[config.mk]
export PLATFORM = sky130hd
export DESIGN_NAME = arith_arbiter
export DESIGN_NICKNAME = d
export VERILOG_FILES = /design/src/rtl/arith_arbiter.sv
export SDC_FILE = /design/constraint.sdc
export NUM_CORES = 1
export LEC_CHECK = 0
export ABC_CLOCK_PERIOD_IN_PS = 2800
export CAP_MARGIN = 20
export CORE_UTILIZATION = 46
export DETAILED_ROUTE_END_ITERATION = 12
export PLACE_DENSITY = 0.8
export RECOVER_POWER = 25
export SLEW_MARGIN = 0
export SYNTH_ARGS = -nofsm -noshare
export SYNTH_HDL_FRONTEND = slang
export SYNTH_SLANG_ARGS = --single-unit
[constraint.sdc]
create_clock -name clk -period 2.8 [get_ports clk]
set_clock_uncertainty 0.15 [all_clocks]
set_input_delay 0.56 -clock clk [delete_from_list [all_inputs] [get_ports clk]]
set_output_delay 0.56 -clock clk [all_outputs]
set_load 0.01 [all_outputs]
[src/rtl/arith_arbiter.sv]
// Arbitrates N_REQ requesters onto one 2-bit arithmetic unit and returns the result over valid/ready.
// Define ARB_RR_EN for round-robin arbitration; otherwise fixed priority (lowest index wins).
module arith_arbiter #(
    parameter int N_REQ = 4
) (
    input  logic                 clk,
    input  logic                 rst_n,
    input  logic [N_REQ-1:0]     req,
    input  logic [3*N_REQ-1:0]   req_op,
    input  logic [2*N_REQ-1:0]   req_a,
    input  logic [2*N_REQ-1:0]   req_b,
    output logic [N_REQ-1:0]     gnt,
    output logic                 busy,
    output logic                 rsp_valid,
    output logic [2:0]           rsp_data,
    output logic [2:0]           rsp_id,
    input  logic                 rsp_ready
);

    typedef enum logic [1:0] {
        ST_IDLE = 2'd0,
        ST_EXEC = 2'd1,
        ST_RESP = 2'd2
    } state_e;

    state_e state_q, state_d;

    logic [N_REQ-1:0] gnt_q, gnt_d;
    logic             busy_q, busy_d;
    logic             rsp_valid_q, rsp_valid_d;
    logic [2:0]       rsp_data_q, rsp_data_d;
    logic [2:0]       rsp_id_q, rsp_id_d;
    logic [2:0]       op_q, op_d;
    logic [1:0]       a_q, a_d;
    logic [1:0]       b_q, b_d;
    logic [2:0]       id_q, id_d;
`ifdef ARB_RR_EN
    logic [2:0]       ptr_q, ptr_d;
`endif

    logic             win_found_s;
    logic [2:0]       win_idx_s;
    logic [N_REQ-1:0] win_oh_s;
    logic [2:0]       win_op_s;
    logic [1:0]       win_a_s;
    logic [1:0]       win_b_s;
    logic             rsp_fire_s;

    // Results wrap modulo 8; operands are unsigned 0..3.
    function automatic logic [2:0] alu_calc(input logic [2:0] op, input logic [1:0] a,
                                            input logic [1:0] b);
        logic [2:0] ax;
        logic [2:0] bx;
        ax = {1'b0, a};
        bx = {1'b0, b};
        case (op)
            3'b000:  alu_calc = ax;
            3'b001:  alu_calc = ax + bx;
            3'b010:  alu_calc = bx - 3'd1;
            3'b011:  alu_calc = (ax >= bx) ? (ax - bx) : (bx - ax);
            3'b100:  alu_calc = {b, 1'b0};
            3'b101:  alu_calc = {2'b00, a[1]};
            3'b110:  alu_calc = ax + 3'd1;
            3'b111:  alu_calc = bx;
            default: alu_calc = 3'd0;
        endcase
    endfunction

    assign rsp_fire_s = rsp_valid_q && rsp_ready;

    // Winner search: slot k is the k-th candidate in priority order; first requesting slot wins.
    always_comb begin
        win_found_s = 1'b0;
        win_idx_s   = 3'd0;
        win_oh_s    = '0;
        win_op_s    = 3'd0;
        win_a_s     = 2'd0;
        win_b_s     = 2'd0;
        for (int k = 0; k < N_REQ; k++) begin
            for (int i = 0; i < N_REQ; i++) begin
                if (!win_found_s && req[i] &&
`ifdef ARB_RR_EN
                    (ptr_q == 3'((i - k + N_REQ) % N_REQ))
`else
                    (i == k)
`endif
                   ) begin
                    win_found_s = 1'b1;
                    win_idx_s   = 3'(i);
                    win_oh_s[i] = 1'b1;
                    win_op_s    = req_op[3*i +: 3];
                    win_a_s     = req_a[2*i +: 2];
                    win_b_s     = req_b[2*i +: 2];
                end else begin
                    win_found_s = win_found_s;
                end
            end
        end
    end

    // State register.
    always_ff @(posedge clk or negedge rst_n) begin
        if (!rst_n) begin
            state_q <= ST_IDLE;
        end else begin
            state_q <= state_d;
        end
    end

    // Next-state logic.
    always_comb begin
        state_d = state_q;
        case (state_q)
            ST_IDLE: begin
                if (win_found_s) begin
                    state_d = ST_EXEC;
                end else begin
                    state_d = ST_IDLE;
                end
            end
            ST_EXEC: state_d = ST_RESP;
            ST_RESP: begin
                if (rsp_fire_s) begin
                    state_d = ST_IDLE;
                end else begin
                    state_d = ST_RESP;
                end
            end
            default: state_d = ST_IDLE;
        endcase
    end

    // Output and datapath next values; inputs are only looked at in IDLE.
    always_comb begin
        gnt_d       = '0;
        busy_d      = (state_d != ST_IDLE);
        rsp_valid_d = rsp_valid_q;
        rsp_data_d  = rsp_data_q;
        rsp_id_d    = rsp_id_q;
        op_d        = op_q;
        a_d         = a_q;
        b_d         = b_q;
        id_d        = id_q;
`ifdef ARB_RR_EN
        ptr_d       = ptr_q;
`endif
        case (state_q)
            ST_IDLE: begin
                if (win_found_s) begin
                    gnt_d = win_oh_s;
                    op_d  = win_op_s;
                    a_d   = win_a_s;
                    b_d   = win_b_s;
                    id_d  = win_idx_s;
`ifdef ARB_RR_EN
                    ptr_d = ({1'b0, win_idx_s} + 4'd1 >= 4'(N_REQ)) ? 3'd0 : (win_idx_s + 3'd1);
`endif
                end else begin
                    gnt_d = '0;
                end
            end
            ST_EXEC: begin
                rsp_data_d  = alu_calc(op_q, a_q, b_q);
                rsp_id_d    = id_q;
                rsp_valid_d = 1'b1;
            end
            ST_RESP: begin
                if (rsp_fire_s) begin
                    rsp_valid_d = 1'b0;
                end else begin
                    rsp_valid_d = rsp_valid_q;
                end
            end
            default: begin
                rsp_valid_d = 1'b0;
            end
        endcase
    end

    // Output and operand registers.
    always_ff @(posedge clk or negedge rst_n) begin
        if (!rst_n) begin
            gnt_q       <= '0;
            busy_q      <= 1'b0;
            rsp_valid_q <= 1'b0;
            rsp_data_q  <= 3'd0;
            rsp_id_q    <= 3'd0;
            op_q        <= 3'd0;
            a_q         <= 2'd0;
            b_q         <= 2'd0;
            id_q        <= 3'd0;
`ifdef ARB_RR_EN
            ptr_q       <= 3'd0;
`endif
        end else begin
            gnt_q       <= gnt_d;
            busy_q      <= busy_d;
            rsp_valid_q <= rsp_valid_d;
            rsp_data_q  <= rsp_data_d;
            rsp_id_q    <= rsp_id_d;
            op_q        <= op_d;
            a_q         <= a_d;
            b_q         <= b_d;
            id_q        <= id_d;
`ifdef ARB_RR_EN
            ptr_q       <= ptr_d;
`endif
        end
    end

    assign gnt       = gnt_q;
    assign busy      = busy_q;
    assign rsp_valid = rsp_valid_q;
    assign rsp_data  = rsp_data_q;
    assign rsp_id    = rsp_id_q;

endmodule

Word-level counts from Yosys, hierarchy flattened
Index checks and enable logic that the tools add are counted.
- add/subtract/negate cells: 5
- order comparisons: 1
- equal/unequal tests: 10
- muxes and demuxes: 31
- bitwise operators: 1
- reductions and logical operators: 12
- operators with widths (cell ; count):
    $pmux 3 s8 ; 1
    $mux 2 ; 10
    $mux 3 ; 6
    $eq 3x3->1 const B ; 4
    $mux 1 ; 10
    $mux 4 ; 2
    $eq 3x2->1 const B ; 2
    $pmux 2 s3 ; 1
    $sub 2x2->3 ; 2
    $logic_and 1x1->1 ; 4
    $reduce_and 2->1 ; 2
    $add 2x1->3 const B ; 1
    $add 2x2->3 ; 1
    $eq 3x1->1 const B ; 1
    $logic_not 1->1 ; 3
    $logic_not 3->1 ; 1
    $pmux 1 s3 ; 1
    $sub 2x1->3 const B ; 1
    $eq 2x1->1 const B ; 1
    $eq 2x2->1 const B ; 1
    $ge 2x2->1 ; 1
    $logic_not 2->1 ; 1
    $ne 2x2->1 const B ; 1
    $reduce_bool 2->1 ; 1
    $not 1->1 ; 1
- register bits: 24
- bits of input ports: 35
- output and inout port bits: 12
- word-level logic and storage cells: 70

Logic depth before layout (Yosys ltp)
- depth in word-level cells: 13
- depth in mapped cells: 8
- gate-level depth less buffers: 8

Least setup slack after synthesis
Ideal clock, no wire load.
- path kind: reg-to-reg
- start: reg a_q[0]
- end: reg rsp_data_q[1] (netlist: rsp_data[1])
- setup time: 126 ps
- data arrival time: 1757 ps
- required time: 2524 ps
- setup slack: 767 ps
- stages on the path, launching flop included: 9
- path buffers: 0
- period minus slack after synthesis: 2033 ps
- cells stage by stage: dfrtp_1 inv_1 ha_1 inv_1 fa_1 a21oi_1 mux2i_2 nor4b_4 a221o_1
- cells in the longest elaborated chain, start to end: 3
- elaborated cells between the ends (all ways): 7
- those cells by class: add/sub: 4; order compare: 1; mux: 2
- RTL lines (element ; line ; text):
    from (decl) ; 34 ; logic [1:0] a_q, a_d;
    from (signal assigned) ; 189 ; a_q <= 2'd0;
    from (signal assigned) ; 202 ; a_q <= a_d;
    $sub 2x2->3 / $ge 2x2->1 (equally long branches) ; 60 ; 3'b011: alu_calc = (ax >= bx) ? (ax - bx) : (bx - ax);
    $mux 3 ; 60 ;
    $pmux 3 s8 * ; 56 ; case (op)
    to (signal assigned) ; 199 ; rsp_data_q <= rsp_data_d;
    to (decl) ; 31 ; logic [2:0] rsp_data_q, rsp_data_d;
Mark *: on every way between the ends. The rest lies on a longest branch, timed or not.
A chain may end at the register's enable or synchronous reset.

Worst setup path after layout
- start: reg op_q[2]
- end: reg rsp_data_q[1] (netlist: rsp_data[1])
- cells in the longest elaborated chain, start to end: 2
- elaborated cells between the ends (all ways): 9
- those cells by class: eq/ne: 7; mux: 1; reduce/logical: 1
- RTL lines (element ; line ; text):
    from (decl) ; 33 ; logic [2:0] op_q, op_d;
    from (signal assigned) ; 201 ; op_q <= op_d;
    $eq 3x3->1 (tied with other cells) ; 56 ;
    $pmux 3 s8 * ; 56 ;
Marked as above.

==> results_dict.tcl <==
set metrics [dict create \
    vias_per_cell 5.59 \
    final_min_period_over_clock_period 0.804 \
    final_cells 226 \
    postSynthCellCount 152 \
    floorplan.die.width_um 57.6 \
    vias 1264 \
    ioPinCount 47 \
    drive_gt1_frac 0.0821 \
    place.port_buffers 45 \
    netlist-cell-type-count 43 \
    async_flop_share 1.00 \
    critPathArrivalTime_ns 2.31 \
    chip_height_um 57.6 \
    postSynthRegisterBits 22 \
    place_congestion 0.789 \
    final-setup-viol-count 0 \
    placed_cells_incl_taps 222 \
    ctsHoldBuffers 0 \
    clock_latency_ns 0.31 \
    powerDensity_mw_per_mm2 992 \
    postSynthAreaPerCell_um2 9.35 \
    unrepaired_setup_endpoints_after_global_routing "false" \
    highest-signal-layer "met4" \
    htree_num_levels 1 \
    detail_route.wl_per_cell_um 14.6 \
    cts.clk_slew.worst_paths_ns 0.13 \
    cts_inserted_buffers 3 \
    post_drt_antenna_nets 0 \
    synth-seq-area-share 0.387 \
    criticalPathCategory "register to register" \
    met3_length_um 199 \
    worst_min_delay_path_class "register to register" \
    std_cell_rows 19 \
    clock_sinks 22 \
    synth_edf_count 0 \
    synth.yosys.warnings 0 \
    timing.slew.headroom 0.234 \
    clock_power_share 0.126 \
    post_cts_buffers 0 \
    grt_use_total 0.225 \
    switching_share 0.403 \
    synth_top_area_cell "sky130_fd_sc_hd__dfrtp_1" \
    timing.critical_path.fanout_max 12 \
    grt_pass1_wl_um 5620 \
    worstPathRequired_ns 2.86 \
    internal_power_mw 1.14 \
    footprint_of_the_multi_input_gates_um2 771 \
    met2_wirelength_um 1640 \
    layout_fillers 232 \
    max_freq_ghz 0.444 \
    rrSetupSlack_ns 0.55 \
    place.detailed.hpwl_um 2670 \
    power.static_leakage_nw 0.815 \
    violated_checks "DRC" \
    drc 1 \
    tritoncts_clock_tree "done" \
    result_of_the_run "finished, violations left" \
    design.final.nets 239 \
    globalRoute.totalOverflow 0 \
    pin_count_of_the_biggest_net_entering_global_routing 23 \
    mappedNetlistNets 195 \
    synth_area_mm2 0.00142 \
    post-synth-top-area-fraction 0.387 \
    clk_root_buffer_cell "sky130_fd_sc_hd__clkbuf_4" \
    final.setup.tns_ns 0 \
    timing.final.crit_period_ns 2.25 \
    register_area_um2 551 \
    report.power.total_mw 1.91 \
    area_growth_syn_to_layout_pct 35.6 \
    die_area_mm2 0.00332 \
    antenna-diode-count 0 \
    cp-start-kind "register" \
    report.final.hold_viol_count 0 \
    max_cap_violations 0 \
    endpoint_kind "register" \
    postCtsResizedCells 0 \
    cts_buffer_depth 2 \
    antenna_found_initial 0 \
    drt_iter0_markers 57 \
    peakVddDrop_v 0.000402 \
    first_global_vias 1287 \
    p_sw_mw 0.771 \
    power.share.sequential 0.336 \
    drtPass1Iterations 10 \
    drt-total-wl_um 3290 \
    drv_slew 0 \
    worst-slew-pin-transition_ns 1.15 \
    coreArea_mm2 0.00285 \
    comb_power_share 0.537 \
    netlist_top_cells_area "sky130_fd_sc_hd__dfrtp_1 39%, sky130_fd_sc_hd__nand2_1 9.2%, sky130_fd_sc_hd__ha_1 4.4%" \
    wl_met1_um 1390 \
    synth_flop_cell "sky130_fd_sc_hd__dfrtp_1" \
    initial_core_utilization 0.498 \
]
## power by group through the flow
stage          clock network, mW  logic [mW]  registers (mW)
2_1_floorplan                  0       0.785           0.577
3_3_place_gp                   0       0.983           0.638
3_5_place_dp                   0        1.03           0.651
4_1_cts                    0.246        1.03           0.643
5_1_grt                    0.262        1.15           0.666
6_report                   0.241        1.03           0.643
## worst max-delay path, stage by stage (launching register included)
cell                       delay [ns]
sky130_fd_sc_hd__dfrtp_1         0.62
sky130_fd_sc_hd__nand3b_1        0.18
sky130_fd_sc_hd__nand2_1         0.10
sky130_fd_sc_hd__ha_1            0.14
sky130_fd_sc_hd__inv_1           0.05
sky130_fd_sc_hd__fa_1            0.48
sky130_fd_sc_hd__o211ai_1        0.12
sky130_fd_sc_hd__a221o_1         0.33
## routing by layer
layer  GRT usage  up-vias
met4       0.101        0
met5           0        -
li1            -      622
met3      0.0499        8
met2       0.384       44
met1       0.270      590
## Yosys cell counts (3+ instances only)
cell type / count
sky130_fd_sc_hd__a22oi_1: 7
sky130_fd_sc_hd__a21oi_1: 3
sky130_fd_sc_hd__ha_1: 5
sky130_fd_sc_hd__o22a_1: 7
sky130_fd_sc_hd__nand2_1: 35
sky130_fd_sc_hd__buf_2: 5
sky130_fd_sc_hd__dfrtp_1: 22
sky130_fd_sc_hd__o21ai_0: 7
sky130_fd_sc_hd__fa_1: 3
sky130_fd_sc_hd__o21a_1: 3
sky130_fd_sc_hd__nor2_1: 4
sky130_fd_sc_hd__inv_1: 8
## metrics by stage
stage | hold WS, ns | util | worst slack [ns] | area [um^2]
after global routing | 0.357 | 0.675 | 0.386 | 1930
after floorplan | 0.114 | - | 0.767 | 1420
after detailed placement | 0.313 | 0.658 | 0.456 | 1880
final | 0.329 | 0.675 | 0.549 | 1930
after global placement | 0.300 | 0.658 | 0.506 | 1880
after CTS | 0.330 | 0.677 | 0.544 | 1930
## sequential cells by signal (all words and copies together) (netlist names)
register	count
state_q	2
busy	1
rsp_valid	1
a_q	2
rsp_data	3
gnt	4
id_q	2
op_q	3
b_q	2
rsp_id	2
## area by class of cell
cell class / instances / area share
Tap cell: 31 / 0.0201
Timing Repair Buffer: 49 / 0.247
Sequential cell: 22 / 0.286
Clock inverter: 1 / 0.0156
Clock buffer: 3 / 0.0117
Multi-Input combinational cell: 110 / 0.400
Inverter: 10 / 0.0195
## cells by family (layout without fill, tap and decap cells)
| logic type | after synthesis | in the layout | share of synthesized area |
|---|---|---|---|
| adders and majority gates | 8 | 8 | 0.0863 |
| DFF | 22 | 22 | 0.387 |
| AOI/OAI and AO/OA | 42 | 42 | 0.216 |
| other | 1 | 1 | 0.00264 |
| muxes | 4 | 4 | 0.0334 |
| and+or+nand+nor | 55 | 55 | 0.204 |
| buffers and inverters | 20 | 63 | 0.0704 |
## path summary, 6_finish.rpt
kind	start	end	cells after the start
worst max register to register	op_q[2]	rsp_data[1]	7
worst min-delay path	id_q[1]	rsp_id[1]	2
worst min register to register	id_q[1]	rsp_id[1]	2
max in group asynchronous	rst_n	a_q[0]	2
worst max-delay path	op_q[2]	rsp_data[1]	7
min in group asynchronous	rst_n	gnt[2]	2
## cells in the final DEF, fill, tap and decap left out, types with 2 or more instances in the layout
| master | count |
|---|---|
| sky130_fd_sc_hd__a211oi_1 | 2 |
| sky130_fd_sc_hd__a21oi_1 | 3 |
| sky130_fd_sc_hd__a22oi_1 | 7 |
| sky130_fd_sc_hd__and2_1 | 2 |
| sky130_fd_sc_hd__buf_4 | 3 |
| sky130_fd_sc_hd__clkbuf_4 | 3 |
| sky130_fd_sc_hd__clkdlybuf4s50_1 | 44 |
| sky130_fd_sc_hd__dfrtp_1 | 22 |
| sky130_fd_sc_hd__fa_1 | 3 |
| sky130_fd_sc_hd__ha_1 | 5 |
| sky130_fd_sc_hd__inv_1 | 8 |
| sky130_fd_sc_hd__inv_2 | 2 |
| sky130_fd_sc_hd__mux2_1 | 2 |
| sky130_fd_sc_hd__nand2_1 | 35 |
| sky130_fd_sc_hd__nand3b_1 | 2 |
| sky130_fd_sc_hd__nor2_1 | 4 |
| sky130_fd_sc_hd__nor2b_1 | 2 |
| sky130_fd_sc_hd__nor4_1 | 2 |
| sky130_fd_sc_hd__nor4b_4 | 2 |
| sky130_fd_sc_hd__o21a_1 | 3 |
| sky130_fd_sc_hd__o21ai_0 | 7 |
| sky130_fd_sc_hd__o21ai_1 | 2 |
| sky130_fd_sc_hd__o22a_1 | 7 |
| sky130_fd_sc_hd__o22ai_1 | 2 |
Note: power is estimated with default switching activity, not from simulation.
